## config.mk

```make
export PLATFORM = sky130hd
export DESIGN_NAME = spi_pwm_host
export DESIGN_NICKNAME = d
export VERILOG_FILES = /design/src/rtl/spi_pwm_host.sv
export SDC_FILE = /design/constraint.sdc
export NUM_CORES = 1
export LEC_CHECK = 0
export CAP_MARGIN = 20
export CORE_MARGIN = 1.5
export CORE_UTILIZATION = 45
export DETAILED_ROUTE_END_ITERATION = 8
export PLACE_DENSITY = 0.67
export SYNTH_ARGS = -nofsm -noshare
export SYNTH_HDL_FRONTEND = slang
export SYNTH_SLANG_ARGS = --single-unit
```

## constraint.sdc

```tcl
create_clock -name clk -period 3.87 [get_ports clk]
set_input_delay 0.387 -clock clk [delete_from_list [all_inputs] [get_ports clk]]
set_output_delay 0.387 -clock clk [all_outputs]
set_load 0.01 [all_outputs]
```

## src/rtl/spi_pwm_host.sv

```systemverilog
// rtl/spi_pwm_host.sv - SPI mode-0 host issuing 16-bit level frames to the PWM driver
//
// Accepts one command at a time and shifts a 16-bit frame out MSB first:
// byte1 = {write, 4'b0000, addr}, byte2 = data (writes) or 8'h00 (reads).
// The byte clocked in on miso during byte2 (LSB first) is returned on rsp_data.
//
// Ports:
//   clk, reset                 system clock, asynchronous active-high reset
//   cmd_valid/cmd_ready        command handshake (ready only while idle)
//   cmd_write/cmd_addr/cmd_data command fields, latched on accept
//   rsp_valid/rsp_data         one-cycle completion pulse, captured byte (held)
//   sclk/cs/mosi/miso          SPI pins (sclk idle low, cs active low)
module spi_pwm_host #(
    parameter int HALF_PERIOD = 4,
    parameter int CS_GAP      = 4
) (
    input  logic       clk,
    input  logic       reset,
    input  logic       cmd_valid,
    output logic       cmd_ready,
    input  logic       cmd_write,
    input  logic [2:0] cmd_addr,
    input  logic [7:0] cmd_data,
    output logic       rsp_valid,
    output logic [7:0] rsp_data,
    output logic       sclk,
    output logic       cs,
    output logic       mosi,
    input  logic       miso
);

    typedef enum logic [2:0] {
        S_IDLE,
        S_LOAD,
        S_SHIFT,
        S_HOLD,
        S_GAP
    } state_t;

    localparam logic [7:0] HP_LAST  = 8'(HALF_PERIOD - 1);
    localparam logic [7:0] GAP_LAST = 8'(CS_GAP - 1);

    state_t      state_q, state_d;
    logic [7:0]  div_q, div_d;
    logic [3:0]  bit_q, bit_d;
    logic        high_q, high_d;
    logic [15:0] shreg_q, shreg_d;
    logic [7:0]  rx_q, rx_d;
    logic        sync1_q, sync1_d;
    logic        sync2_q, sync2_d;
    logic        cmd_ready_q, cmd_ready_d;
    logic        rsp_valid_q, rsp_valid_d;
    logic [7:0]  rsp_data_q, rsp_data_d;
    logic        sclk_q, sclk_d;
    logic        cs_q, cs_d;
    logic        mosi_q, mosi_d;

    always_comb begin
        state_d     = state_q;
        div_d       = div_q;
        bit_d       = bit_q;
        high_d      = high_q;
        shreg_d     = shreg_q;
        rx_d        = rx_q;
        sync1_d     = miso;
        sync2_d     = sync1_q;
        cmd_ready_d = cmd_ready_q;
        rsp_valid_d = 1'b0;
        rsp_data_d  = rsp_data_q;
        sclk_d      = sclk_q;
        cs_d        = cs_q;
        mosi_d      = mosi_q;

        case (state_q)
            S_IDLE: begin
                if (cmd_valid) begin
                    state_d     = S_LOAD;
                    cmd_ready_d = 1'b0;
                    // Reads send an all-zero dummy so the device never arms a write.
                    shreg_d     = {cmd_write, 4'b0000, cmd_addr,
                                   cmd_write ? cmd_data : 8'h00};
                end
            end
            S_LOAD: begin
                // One cycle between accept and cs falling; bit 0 is presented with cs.
                state_d = S_SHIFT;
                cs_d    = 1'b0;
                sclk_d  = 1'b0;
                mosi_d  = shreg_q[15];
                div_d   = 8'd0;
                bit_d   = 4'd0;
                high_d  = 1'b0;
            end
            S_SHIFT: begin
                if (div_q != HP_LAST) begin
                    div_d = div_q + 8'd1;
                end else begin
                    div_d = 8'd0;
                    if (!high_q) begin
                        high_d = 1'b1;
                        sclk_d = 1'b1;
                    end else begin
                        high_d = 1'b0;
                        sclk_d = 1'b0;
                        // Last cycle of a byte2 high phase: take the synchronized miso bit.
                        if (bit_q[3]) begin
                            rx_d[bit_q[2:0]] = sync2_q;
                        end
                        if (bit_q == 4'd15) begin
                            state_d = S_HOLD;
                            mosi_d  = 1'b0;
                        end else begin
                            bit_d   = bit_q + 4'd1;
                            shreg_d = {shreg_q[14:0], 1'b0};
                            mosi_d  = shreg_q[14];
                        end
                    end
                end
            end
            S_HOLD: begin
                // Keep cs low a half period so the device sees the 16th falling edge selected.
                if (div_q != HP_LAST) begin
                    div_d = div_q + 8'd1;
                end else begin
                    div_d       = 8'd0;
                    state_d     = S_GAP;
                    cs_d        = 1'b1;
                    rsp_valid_d = 1'b1;
                    rsp_data_d  = rx_q;
                end
            end
            S_GAP: begin
                if (div_q != GAP_LAST) begin
                    div_d = div_q + 8'd1;
                end else begin
                    div_d       = 8'd0;
                    state_d     = S_IDLE;
                    cmd_ready_d = 1'b1;
                end
            end
            default: begin
                state_d = S_IDLE;
            end
        endcase
    end

    always_ff @(posedge clk or posedge reset) begin
        if (reset) begin
            state_q     <= S_IDLE;
            div_q       <= 8'd0;
            bit_q       <= 4'd0;
            high_q      <= 1'b0;
            shreg_q     <= 16'h0000;
            rx_q        <= 8'h00;
            sync1_q     <= 1'b0;
            sync2_q     <= 1'b0;
            cmd_ready_q <= 1'b1;
            rsp_valid_q <= 1'b0;
            rsp_data_q  <= 8'h00;
            sclk_q      <= 1'b0;
            cs_q        <= 1'b1;
            mosi_q      <= 1'b0;
        end else begin
            state_q     <= state_d;
            div_q       <= div_d;
            bit_q       <= bit_d;
            high_q      <= high_d;
            shreg_q     <= shreg_d;
            rx_q        <= rx_d;
            sync1_q     <= sync1_d;
            sync2_q     <= sync2_d;
            cmd_ready_q <= cmd_ready_d;
            rsp_valid_q <= rsp_valid_d;
            rsp_data_q  <= rsp_data_d;
            sclk_q      <= sclk_d;
            cs_q        <= cs_d;
            mosi_q      <= mosi_d;
        end
    end

    assign cmd_ready = cmd_ready_q;
    assign rsp_valid = rsp_valid_q;
    assign rsp_data  = rsp_data_q;
    assign sclk      = sclk_q;
    assign cs        = cs_q;
    assign mosi      = mosi_q;

endmodule

```

==> impl_metrics.csv <==
group,metric,value,unit
route,drtIter0Drc,117,
floorplan,die_height,80.10,um
power,clock_power_share,0.160,
synthesis,synth.ff_latch_count,54,
synthesis,synth.distinct_cells,46,
hold_path,timing.hold.worst.class,"reg -> reg",
synthesis,synthesis.area_per_instance,11.05,um2
floorplan,start_util,0.4770,
power,p_leak,1.412,nW
global_routing,antenna_violations_before_repair,0,
cts,postCtsSetupRepairBufs,0,
power,power.share.combinational,0.407,
global_routing,grt_start_max_net_pins,32,
timing,final-hold-violation-count,0,
route,route.detailed.vias_per_inst,5.297,
flow_run,drv.max_cap_violation_count,0,
floorplan,die-area,6416,um2
final_layout,most-common-layout-cells,"dfrtp_1 (52), nand2_1 (41), clkdlybuf4s50_1 (28)",
cts,cts_root_buf,"clkbuf_8",
timing,relative_slew_margins,0.4481,
placed_design,count_of_input_and_output_buffers,28,
worst_setup_path,critical-path-max-stage-delay,760,ps
synthesis,yosys.area_share.adder,0.009355,
placed_design,detailed_place_hpwl,3301,um
cts,clkSinkCount,54,
synthesis,synthCells,242,
worst_setup_path,timing.critical_path.fanout_max,19,
outcome,run_status,"finished, final reports clean",
cts,cts_tree,"done",
timing,worst_setup_skew_after_layout,6.519,ps
final_layout,synth_to_layout_area_growth,14.64,%
final_layout,postLayoutCellArea,3067,um2
synthesis,async_flop_share,1.000,
power,net-switching-power,0.7433,mW
timing,final_max_slew_viol_count,0,
synthesis,synth_area,2675,um2
final_layout,post_route_cells_drive_above_1_share,0.1866,
placed_design,placed_area,2983,um2
synthesis,synth-edff-count,0,
global_routing,globalRouteOverflowTotal,0,
synthesis,ys.warnings.count,0,
synthesis,synthSimpleGateAreaFrac,0.1993,
route,remaining_drc_errors,0,
worst_setup_path,criticalPathCategory,"reg -> reg",
synthesis,synth.area.mux_share,0.1492,
worst_setup_path,cp-end-kind,"flip-flop",
global_routing,grt_first_pass_wirelength,8355,um
placed_design,gp_congestion,0.7640,
worst_setup_path,critical_path_required,4070,ps
route,ant_nets,0,
synthesis,synth_flop_cell,"dfrtp_1",
synthesis,synth_compound_area_frac,0.08606,
final_layout,antennaDiodeCount,0,
cts,cts_buffer_depth,2,
power,power_per_cell_area,631.7,nW/um2
final_layout,layout_nets,285,
placed_design,placed_cells,332,
cts,tritoncts.num_buffers,5,
timing,unrepaired_setup_endpoints_after_global_routing,"no",
power,power.sequential.fraction,0.433,
final_layout,finalNonFillerCells,340,
worst_setup_path,critPathLaunchType,"flip-flop",
floorplan,floorplan.rows,27,
cts,clk_transition_reported_paths,90,ps
timing,max_freq,405.5,MHz
timing,fin_tns_setup,0,ps
global_routing,global_route.usage.total,0.1690,
hold_path,timing.hold.worst_path_depth,0,
floorplan,core_area,5608,um2
floorplan,io-pin-count,29,
synthesis,yosys.area_share.xor_xnor,0.009822,
worst_setup_path,cp_cell_sequence,"nor3b_4 -> nand2_4 -> a21oi_4 -> mux2_2",
cts,clkLatencyLatePin,310,ps
final_layout,fill_cells,512,
route,via_count,1801,
worst_setup_path,worstPathArrival,2670,ps
synthesis,largest_family_of_logic_cells_by_synthesized_area,"simple AND/OR/NAND/NOR gates",
worst_setup_path,critical-path-slowest-cell,"nor3b_4",
route,postRouteWirelength,4749,um
timing,setup_viol,0,
route,wl_per_cell,13.97,um
synthesis,yosysSeqAreaShare,0.5061,
route,drt-pass1-iter-count,4,
power,vdd_ir_drop_max,310.9,uV
floorplan,die_width,80.10,um
global_routing,via_count_of_the_first_global_routing_pass,1826,
worst_setup_path,rr_worst_depth,4,
cts,ctsResizeCount,0,
power,p_int,1.194,mW
timing,worst_slew_pin_slew,827.0,ps
power,p_sw_frac,0.3837,
final_layout,layout.cells.most_common,"dfrtp_1",
cts,cts_hold_buffers,0,
synthesis,synth_nets,260,
cts,htree_levels,2,
timing,final_period_minus_worst_setup_slack,2466,ps
timing,period_share,0.6372,
==> power by group through the flow <==
stage	clock, mW	combinational (mW)	sequential, mW
floorplan	0	0.706	0.796
global placement	0	0.784	0.840
detailed placement	0	0.796	0.849
CTS	0.320	0.799	0.838
global route	0.337	0.879	0.863
finish	0.309	0.789	0.839
==> cells by family after synthesis <==
family | Yosys count
adder cells (fa/ha/maj) | 2
multiplexers | 34
flip-flops | 54
AND/OR/NAND/NOR | 98
XOR/XNOR | 3
buffers and inverters | 21
AO/OA/AOI/OAI | 30
==> path summary, 6_finish.rpt <==
path / from / slack, ps / endpoint
worst max-delay path: state_q[1]$_DFFE_PP0P_ / 1400 / shreg_q[13]$_DFFE_PP0P_
worst min-delay path: sync1_q$_DFF_PP0_ / 350 / sync2_q$_DFF_PP0_
worst min register to register: sync1_q$_DFF_PP0_ / 350 / sync2_q$_DFF_PP0_
max in group asynchronous: reset / 2650 / cmd_ready$_DFFE_PP1P_
min in group asynchronous: reset / 410 / rsp_valid$_DFF_PP0_
worst max register to register: state_q[1]$_DFFE_PP0P_ / 1400 / shreg_q[13]$_DFFE_PP0P_
==> cells in the mapped netlist (2+ instances only) <==
master	n	area, um2
o211ai_1	2	15.01
inv_1	10	37.54
nor2b_1	3	18.77
a22o_1	3	26.28
nand4_1	3	18.77
a31oi_1	6	37.54
nand3b_1	2	15.01
ha_1	2	25.02
xnor2_1	2	17.52
mux2i_1	5	50.05
a21oi_1	6	30.03
o21ai_0	4	20.02
nand2b_1	3	18.77
buf_2	7	35.03
nor3_1	5	25.02
and3_1	3	18.77
nor2_1	11	41.29
a41oi_1	2	17.52
nand3_1	15	75.07
mux2_4	6	90.09
or3b_1	2	17.52
dfrtp_1	52	1301
o221ai_1	2	17.52
nand2_1	41	153.9
mux2_2	23	259.0
dfstp_2	2	52.55
==> layer usage <==
metal	GRT usage	up-vias	wire, um
li1	-	893	-
met1	0.2190	874	2329
met2	0.2748	27	2177
met3	0.04091	7	173
met4	0.06034	0	68
met5	0	-	0
==> critical path: cells and delay by family (launching register included) <==
kind	cells	cell delay, ps
compound gates	1	570
flops	1	510
mux	1	400
simple gates	2	870
==> metrics by stage <==
| stage | utilization | power (mW) | hold WS (ps) | worst slack (ps) |
|---|---|---|---|---|
| after floorplan | - | 1.502 | 331.2 | 1831 |
| after global placement | 0.5319 | 1.624 | 332.8 | 1493 |
| after detailed placement | 0.5319 | 1.645 | 335.6 | 1426 |
| after CTS | 0.5469 | 1.958 | 357.9 | 1411 |
| after global routing | 0.5469 | 2.078 | 378.3 | 1232 |
| final | 0.5469 | 1.937 | 353.7 | 1404 |
==> registers in the layout, indices dropped and copies added (netlist names) <==
name and count:
bit_q 4, rsp_valid 1, sync1_q 1, mosi 1, sync2_q 1, sclk 1
state_q 3, cs 1, rsp_data 8, cmd_ready 1, rx_q 8, div_q 8
shreg_q 16
==> cell type report <==
cell class | instances | area (um2) | area share
timing repair buffer | 29 | 287.8 | 0.09384
clock inverter | 1 | 7.507 | 0.002448
clock buffer | 7 | 76.32 | 0.02489
sequential | 54 | 1354 | 0.4415
inverter | 10 | 37.54 | 0.01224
multi-input combinational | 167 | 1214 | 0.3958
tap | 72 | 90.09 | 0.02938
Power figures use the tool's default switching activity.
